===== src/rtl/bcd_display_scanner_if.sv =====
`default_nettype none
// ============================================================================
// Module   : bcd_display_scanner_if
// Purpose  : Load handshake and display-bus bundle between the value producer
//            (master) and the BCD display scanner (slave).
// Revision : 1.0  initial release
// ============================================================================
interface bcd_display_scanner_if;
   logic        load;
   logic [15:0] value;
   logic        enable;
   logic        blank_lz;
   logic        busy;
   logic        done;
   logic [19:0] bcd;
   logic [3:0]  digit;
   logic [4:0]  digit_sel;

   modport master (
      output load, value, enable, blank_lz,
      input  busy, done, bcd, digit, digit_sel
   );

   modport slave (
      input  load, value, enable, blank_lz,
      output busy, done, bcd, digit, digit_sel
   );
endinterface
`default_nettype wire


===== src/rtl/bcd_display_scanner.sv =====
`default_nettype none
// ============================================================================
// Module   : bcd_display_scanner
// Purpose  : Converts a 16-bit binary value to five BCD digits (double dabble,
//            one iteration per cycle) and time-multiplexes the held result onto
//            a shared 4-bit digit bus with a one-hot digit select.
// Revision : 1.0  initial release
// ============================================================================
module bcd_display_scanner #(
   parameter int unsigned SCAN_DIV = 1000
) (
   input  logic                  clk,
   input  logic                  rst_n,
   bcd_display_scanner_if.slave  bus
);

   localparam logic [1:0]  S_IDLE    = 2'd0;
   localparam logic [1:0]  S_CONVERT = 2'd1;
   localparam logic [1:0]  S_DONE    = 2'd2;

   localparam logic [4:0]  c_ITER_LAST = 5'd16;
   localparam logic [15:0] c_DIV_LAST  = 16'(SCAN_DIV - 1);
   localparam logic [2:0]  c_IDX_LAST  = 3'd4;

   logic [1:0]  r_state;
   logic [35:0] r_shift;
   logic [4:0]  r_iter;
   logic [19:0] r_bcd;
   logic        r_busy;
   logic        r_done;
   logic [15:0] r_div;
   logic [2:0]  r_idx;

   logic [35:0] w_adj;
   logic [35:0] w_shifted;
   logic [3:0]  w_nib;
   logic        w_upper_zero;

   // One double-dabble step: add 3 to every BCD nibble >= 5, then shift left.
   always_comb begin
      w_adj = r_shift;
      for (int k = 0; k < 5; k++) begin
         if (r_shift[16 + 4*k +: 4] >= 4'd5) begin
            w_adj[16 + 4*k +: 4] = r_shift[16 + 4*k +: 4] + 4'd3;
         end
      end
      w_shifted = w_adj << 1;
   end

   // Conversion FSM; bcd is only written on entry to DONE so partial results never show.
   always_ff @(posedge clk or negedge rst_n) begin
      if (!rst_n) begin
         r_state <= S_IDLE;
         r_shift <= '0;
         r_iter  <= '0;
         r_bcd   <= '0;
         r_busy  <= 1'b0;
         r_done  <= 1'b0;
      end else begin
         r_done <= 1'b0;
         case (r_state)
            S_IDLE, S_DONE: begin
               if (bus.load) begin
                  r_shift <= {20'b0, bus.value};
                  r_iter  <= '0;
                  r_busy  <= 1'b1;
                  r_state <= S_CONVERT;
               end else begin
                  r_state <= S_IDLE;
               end
            end
            S_CONVERT: begin
               if (r_iter == c_ITER_LAST) begin
                  r_bcd   <= r_shift[35:16];
                  r_done  <= 1'b1;
                  r_busy  <= 1'b0;
                  r_state <= S_DONE;
               end else begin
                  r_shift <= w_shifted;
                  r_iter  <= r_iter + 5'd1;
               end
            end
            default: begin
               r_busy  <= 1'b0;
               r_state <= S_IDLE;
            end
         endcase
      end
   end

   // Free-running scan divider and digit index, independent of conversions.
   always_ff @(posedge clk or negedge rst_n) begin
      if (!rst_n) begin
         r_div <= '0;
         r_idx <= '0;
      end else if (r_div == c_DIV_LAST) begin
         r_div <= '0;
         r_idx <= (r_idx == c_IDX_LAST) ? 3'd0 : r_idx + 3'd1;
      end else begin
         r_div <= r_div + 16'd1;
      end
   end

   // Select the current nibble and whether it and every higher digit are zero.
   always_comb begin
      w_nib        = 4'hF;
      w_upper_zero = 1'b0;
      case (r_idx)
         3'd0: begin
            w_nib        = r_bcd[3:0];
            w_upper_zero = 1'b0;      // units digit is never blanked
         end
         3'd1: begin
            w_nib        = r_bcd[7:4];
            w_upper_zero = (r_bcd[19:4] == 16'd0);
         end
         3'd2: begin
            w_nib        = r_bcd[11:8];
            w_upper_zero = (r_bcd[19:8] == 12'd0);
         end
         3'd3: begin
            w_nib        = r_bcd[15:12];
            w_upper_zero = (r_bcd[19:12] == 8'd0);
         end
         3'd4: begin
            w_nib        = r_bcd[19:16];
            w_upper_zero = (r_bcd[19:16] == 4'd0);
         end
         default: begin
            w_nib        = 4'hF;
            w_upper_zero = 1'b0;
         end
      endcase
   end

   assign bus.digit     = !bus.enable                  ? 4'hF :
                          (bus.blank_lz && w_upper_zero) ? 4'hF : w_nib;
   assign bus.digit_sel = 5'd1 << r_idx;
   assign bus.busy      = r_busy;
   assign bus.done      = r_done;
   assign bus.bcd       = r_bcd;

endmodule
`default_nettype wire


===== src/flat_wrapper.sv =====
// flat-port wrapper written by rule: the top's interface ports become plain ports
module bcd_display_scanner_flat 
#(
   parameter int unsigned SCAN_DIV = 1000
)
  (clk, rst_n, bus_load, bus_value, bus_enable, bus_blank_lz, bus_busy, bus_done, bus_bcd, bus_digit, bus_digit_sel);
  bcd_display_scanner_if bus_i ();
  input  logic clk;
  input  logic rst_n;
  input wire logic [$bits(bus_i.load)-1:0] bus_load;
  input wire logic [$bits(bus_i.value)-1:0] bus_value;
  input wire logic [$bits(bus_i.enable)-1:0] bus_enable;
  input wire logic [$bits(bus_i.blank_lz)-1:0] bus_blank_lz;
  output wire logic [$bits(bus_i.busy)-1:0] bus_busy;
  output wire logic [$bits(bus_i.done)-1:0] bus_done;
  output wire logic [$bits(bus_i.bcd)-1:0] bus_bcd;
  output wire logic [$bits(bus_i.digit)-1:0] bus_digit;
  output wire logic [$bits(bus_i.digit_sel)-1:0] bus_digit_sel;
  assign bus_i.load = bus_load;
  assign bus_i.value = bus_value;
  assign bus_i.enable = bus_enable;
  assign bus_i.blank_lz = bus_blank_lz;
  assign bus_busy = bus_i.busy;
  assign bus_done = bus_i.done;
  assign bus_bcd = bus_i.bcd;
  assign bus_digit = bus_i.digit;
  assign bus_digit_sel = bus_i.digit_sel;
  bcd_display_scanner #(.SCAN_DIV(SCAN_DIV)) u_core (.clk(clk), .rst_n(rst_n), .bus(bus_i));
endmodule

===== config.mk =====
export PLATFORM = sky130hd
export DESIGN_NAME = bcd_display_scanner_flat
export DESIGN_NICKNAME = d
export VERILOG_FILES = /design/src/rtl/bcd_display_scanner_if.sv /design/src/rtl/bcd_display_scanner.sv /design/src/flat_wrapper.sv
export SDC_FILE = /design/constraint.sdc
export NUM_CORES = 1
export LEC_CHECK = 0
export BUFFER_PORTS_ARGS = -buffer_cell sky130_fd_sc_hd__clkbuf_2
export CAP_MARGIN = 20
export CORE_UTILIZATION = 35
export CTS_CLUSTER_SIZE = 12
export DETAILED_ROUTE_END_ITERATION = 8
export PLACE_DENSITY = 0.53
export SYNTH_ARGS = -nofsm -noshare
export SYNTH_HDL_FRONTEND = slang
export SYNTH_SLANG_ARGS = --single-unit

===== constraint.sdc =====
create_clock -name clk -period 4.8 [get_ports clk]
set_clock_uncertainty 0.05 [all_clocks]
set_input_delay 0.72 -clock clk [delete_from_list [all_inputs] [get_ports clk]]
set_output_delay 0.72 -clock clk [all_outputs]
set_load 0.05 [all_outputs]

# ---- Word-level counts from Yosys, hierarchy flattened
# Cells that the tools add are included.
dict set report word_totals {
  reg_bits 84
  latchBits 0
  ram_bits 0
  romBits 0
  inputBits 21
  out_inout_bits 31
  wordCells 70
  n_memories 0
}
dict set report op_classes {
  n_addsub 8
  multipliers 0
  n_div 0
  order_cmp 5
  eq_ne 11
  n_shift 1
  n_mux 25
  bitwise_logic 0
  reduce_logical 12
}
# op count
set op_table {}
lappend op_table {{36-bit two-way mux} 2}
lappend op_table {{36-bit case mux with 2 select lines} 1}
lappend op_table {{4-bit two-way mux} 6}
lappend op_table {{4-bit by 3-bit greater-or-equal comparator with 1-bit output (second input constant)} 5}
lappend op_table {{4-bit case mux with 5 select lines} 1}
lappend op_table {{16-bit by 1-bit adder with 16-bit output (second input constant)} 1}
lappend op_table {{4-bit by 2-bit adder with 4-bit output (second input constant)} 4}
lappend op_table {{16-bit by 10-bit == test with 1-bit output (second input constant)} 1}
lappend op_table {{16-bit zero test} 1}
lappend op_table {{16-bit two-way mux} 1}
lappend op_table {{12-bit zero test} 1}
lappend op_table {{5-bit two-way mux} 2}
lappend op_table {{5-bit case mux with 2 select lines} 1}
lappend op_table {{8-bit zero test} 1}
lappend op_table {{3-bit by 2-bit == test with 1-bit output (second input constant)} 2}
lappend op_table {{3-bit two-way mux} 2}
lappend op_table {{5-bit by 1-bit adder with 5-bit output (second input constant)} 1}
lappend op_table {{5-bit == test (second input constant)} 1}
lappend op_table {{1-bit two-way mux} 5}
lappend op_table {{1-bit by 3-bit left shift with 5-bit output (first input constant)} 1}
lappend op_table {{4-bit zero test} 1}
lappend op_table {{2-bit != test (second input constant)} 2}
lappend op_table {{1-bit case mux with 4 select lines} 1}
lappend op_table {{2-bit case mux with 2 select lines} 1}
lappend op_table {{16 further kinds} 17}

# ---- Depth between registers and ports, before layout
dict set report depth {
  depth_word 5
  depth_mapped 8
  ltp_nobuf 7
}

# ---- Least setup slack after synthesis
# Ideal clock, no wire load.
dict set report synth_path {
  path_type {reg-to-output}
  from {reg u_core.r_idx[2]}
  to {out bus_digit[0]}
  arrival_time_ns 2.504
  required_ns 4.030
  path_slack_ns 1.526
  path_stages_with_launch 7
  n_path_buf 1
  path_cell_list {dfrtp_1 clkbuf_1 inv_1 ha_1 a221oi_1 o31a_1 o211ai_1}
}
dict set report synth_via {
  elab_chain_len 5
  elab_cells_between_ends 10
  classes_between {eq/ne (4); mux (4); reduce/logical (2)}
}
# item line_no
set synth_lines {}
lappend synth_lines {{start, declared} bcd_display_scanner.sv:32} ;# logic [2:0] r_idx;
lappend synth_lines {{start signal, assigned} bcd_display_scanner.sv:98} ;# r_idx <= (r_idx == c_IDX_LAST) ? 3'd0 : r_idx + 3'd1;
lappend synth_lines {{3-bit == test, or another cell as far along} bcd_display_scanner.sv:108} ;# case (r_idx)
lappend synth_lines {{1-bit case mux with 4 select lines} bcd_display_scanner.sv:108}
lappend synth_lines {{1-bit logical AND} bcd_display_scanner.sv:137} ;# (bus.blank_lz && w_upper_zero) ? 4'hF : w_nib;
lappend synth_lines {{4-bit two-way mux *} bcd_display_scanner.sv:137}
lappend synth_lines {{4-bit two-way mux *} bcd_display_scanner.sv:136} ;# assign bus.digit = !bus.enable ? 4'hF :
lappend synth_lines {{end, declared} flat_wrapper.sv:17} ;# output wire logic [$bits(bus_i.digit)-1:0] bus_digit;
# Mark *: on every way between the ends. The rest lies on a longest branch, timed or not.

# ---- Final worst setup path
dict set report layout_path {
  from {reg u_core.r_idx[0]}
  to {out bus_digit[0]}
}
# Same word-level chain as after synthesis.

==> run summary <==
status = finished with violations
failing checks = design-rule violations
Crit Reg-Reg Endpoint = u_core.r_shift[0]$_DFFE_PN0P_
TNS Setup = 0 ns
CTS sink count = 84
Critical Path Max Stage Delay = 0.41 ns
pre-CTS setup slack = 2.16 ns
Reg-to-Reg Start = u_core.r_state[1]$_DFFE_PN0P_
CP max FO = 4
Hold Path Class = in -> async
worst reg-to-reg path cell count = 3
I/O pin count = 52
Area growth, synth to finish = 16.2%
layout cells sized above 1 = 0.172
Pwr Density = 672 mW/mm^2
Post-Layout Cell Count = 631
TritonCTS clock tree = built
Post-Syn Nets = 476
commonest non-fill, non-tap cell in the layout = nand2_1
Final ANT Viol Nets = 0
Peak VDD IR = 0.000271 V
Post-layout nets = 522
crit start category = flop
Worst slew margin = 0.339
Max stage delay cell, worst path = dfrtp_1
Yosys top cell by area = dfrtp_1
number of setup violations in the final report = 0
drt total wl = 9200 um
clock latency on the worst-skew pair = 0.34 ns
Die ar. = 0.0123 mm^2
Syn Area/Cell = 9.52 um^2
CORE AREA = 0.0115 mm^2
ANT cells = 0
worst endpoint required time = 4.03 ns
routed via count = 3247
Top delay family on crit path = compound AO/OA/AOI/OAI gates
GP Congestion = 0.815
Hold-fix buffers, CTS = 0
crit-path cells = ha_1 -> or2_2 -> o311a_1 -> o31a_1 -> o211ai_1 -> clkbuf_2
maxcap violations = 0
drc violations = 16
# resized after CTS = 0
synth top area cells = dfrtp_1 51%, nand2_1 8.5%, ha_1 5.4%
Vias per Instance = 5.15
sequential share of the synthesized area = 0.505
kind of critical path = reg -> out
Pleak = 2.27 nW
fin crit share = 0.624
Yosys Warn Count = 0
CTS root buf = clkbuf_16
Die W = 111 um
final setup margin = 1.80 ns
share of the synthesized area in the top cell type = 0.505
register bit count reported by yosys = 84
vias in the first global route = 3048
Cell variety after synth = 41
Crit. End Element = output pin
GRT Overall Usage = 0.159
Buf/Inv on CP = 1
Tmin final = 3.00 ns
num rows = 39
Min Hold Slack = 0.326 ns
Worst R2R Setup Slack = 2.52 ns
Hold Vio Cnt, Final = 0
max-slew violations = 0
Clock Tree Buf Depth = 2
largest net degree at the start of global routing = 45
Post-CTS Repair Setup Buffers = 0
gr ovfl total = 0
# fillers = 1113
Mapped Area = 0.00416 mm^2
Worst-path clk slew = 0.06 ns
H-tree levels = 3
initial core utilization = 0.361
CTS Buf Count = 9
Reg area = 0.00210 mm^2
Initial DRC Count = 236
Synth Instances = 437
DP Cell Count = 615
critical path arrival = 2.23 ns
area occupied by multi-input gates = 0.00191 mm^2
Final HPWL DP = 6360 um
fmax = 334 MHz
first-pass GRT wire length = 15300 um
unrepaired setup endpoints after global routing = no
worst-margin pin slew = 0.991 ns
die height = 111 um
drt first pass iters = 7
highest-count cells in the layout ignoring fill and taps = 94 x nand2_1, 84 x dfrtp_1, 50 x clkbuf_2, 35 x o21ai_0, 29 x nor2_1
initial antenna violation count = 0
WL per Instance = 14.6 um
Port-buffer cells = 51
final core occ = 0.420
cells in the mapped netlist, drive strengths merged:
cell     instances
nor4             5
nand2           94
xor2            11
clkbuf          15
nand4            2
or2              2
o211a            1
dfrtp           84
nor3             4
buf              4
nand4b           1
or4              5
xnor2           13
o21ai           35
and3             4
a32o             5
mux2            10
inv             19
nor2            29
nand2b           7
o211ai           4
nand4bb          1
a222oi           4
a21oi            7
and2             1
a31oi           15
nand3           17
a221oi           1
o31ai            7
ha              18
nor2b            6
o31a             1
or3              1
o21a             1
nor4bb           1
o311a            1
or4b             1
final cells by class:
cell class	instances	share of cell area
flip-flops and latches	84	0.435
multi-input cells	315	0.395
repair buffers	54	0.0580
clock buffers	10	0.0474
well taps	143	0.0370
inverters	19	0.0148
clock inverters	6	0.0132
power breakdown:
group          internal, mW  switching (mW)  total, mW
clock network         0.403           0.282      0.685
registers             0.960           0.214       1.17
logic                 0.473           0.914       1.39
total                  1.84            1.41       3.25
routing by layer:
| layer | track usage | share of wire |
|---|---|---|
| met4 | 0.0757 | 0.017 |
| met1 | 0.222 | 0.50 |
| met5 | 0 | 0 |
| met3 | 0.0339 | 0.048 |
| met2 | 0.234 | 0.43 |
per-stage QoR:
step,instance area (um^2),total power [mW]
floorplan,4160,2.24
global route,4830,3.51
detailed placement,4540,2.59
finish,4830,3.25
global placement,4540,2.55
CTS,4830,3.29
worst max path at each step:
stage                         endpoint  depth (start not counted)                   startpoint
after floorplan           bus_digit[0]                          6  u_core.r_idx[2]$_DFFE_PN0N_
after global placement    bus_digit[2]                          6  u_core.r_idx[0]$_DFFE_PN0N_
after detailed placement  bus_digit[0]                          6  u_core.r_idx[0]$_DFFE_PN0N_
after CTS                 bus_digit[0]                          6  u_core.r_idx[0]$_DFFE_PN0N_
after global routing      bus_digit[1]                          6  u_core.r_idx[0]$_DFFE_PN0N_
final                     bus_digit[0]                          6  u_core.r_idx[0]$_DFFE_PN0N_
worst register-to-register path: cells and delay by family, from the launching register on:
kind,cells,cell delay (ns)
simple gates,2,1.51
flops,1,0.38
compound gates,1,0.20
registers in the layout, indices dropped and copies added, names as in the netlist:
register	count
u_core.bus.bcd	20
u_core.bus.busy	1
u_core.bus.done	1
u_core.r_div	16
u_core.r_idx	3
u_core.r_iter	5
u_core.r_shift	36
u_core.r_state	2
cell families after synthesis:
logic type / synth area share
DFF: 0.505
muxes: 0.0271
adders and majority gates: 0.0541
and+or+nand+nor: 0.202
xor gates and xnor gates: 0.0505
AOI/OAI and AO/OA: 0.125
buffers and inverters: 0.0361
(Power assumes the default switching activity.)
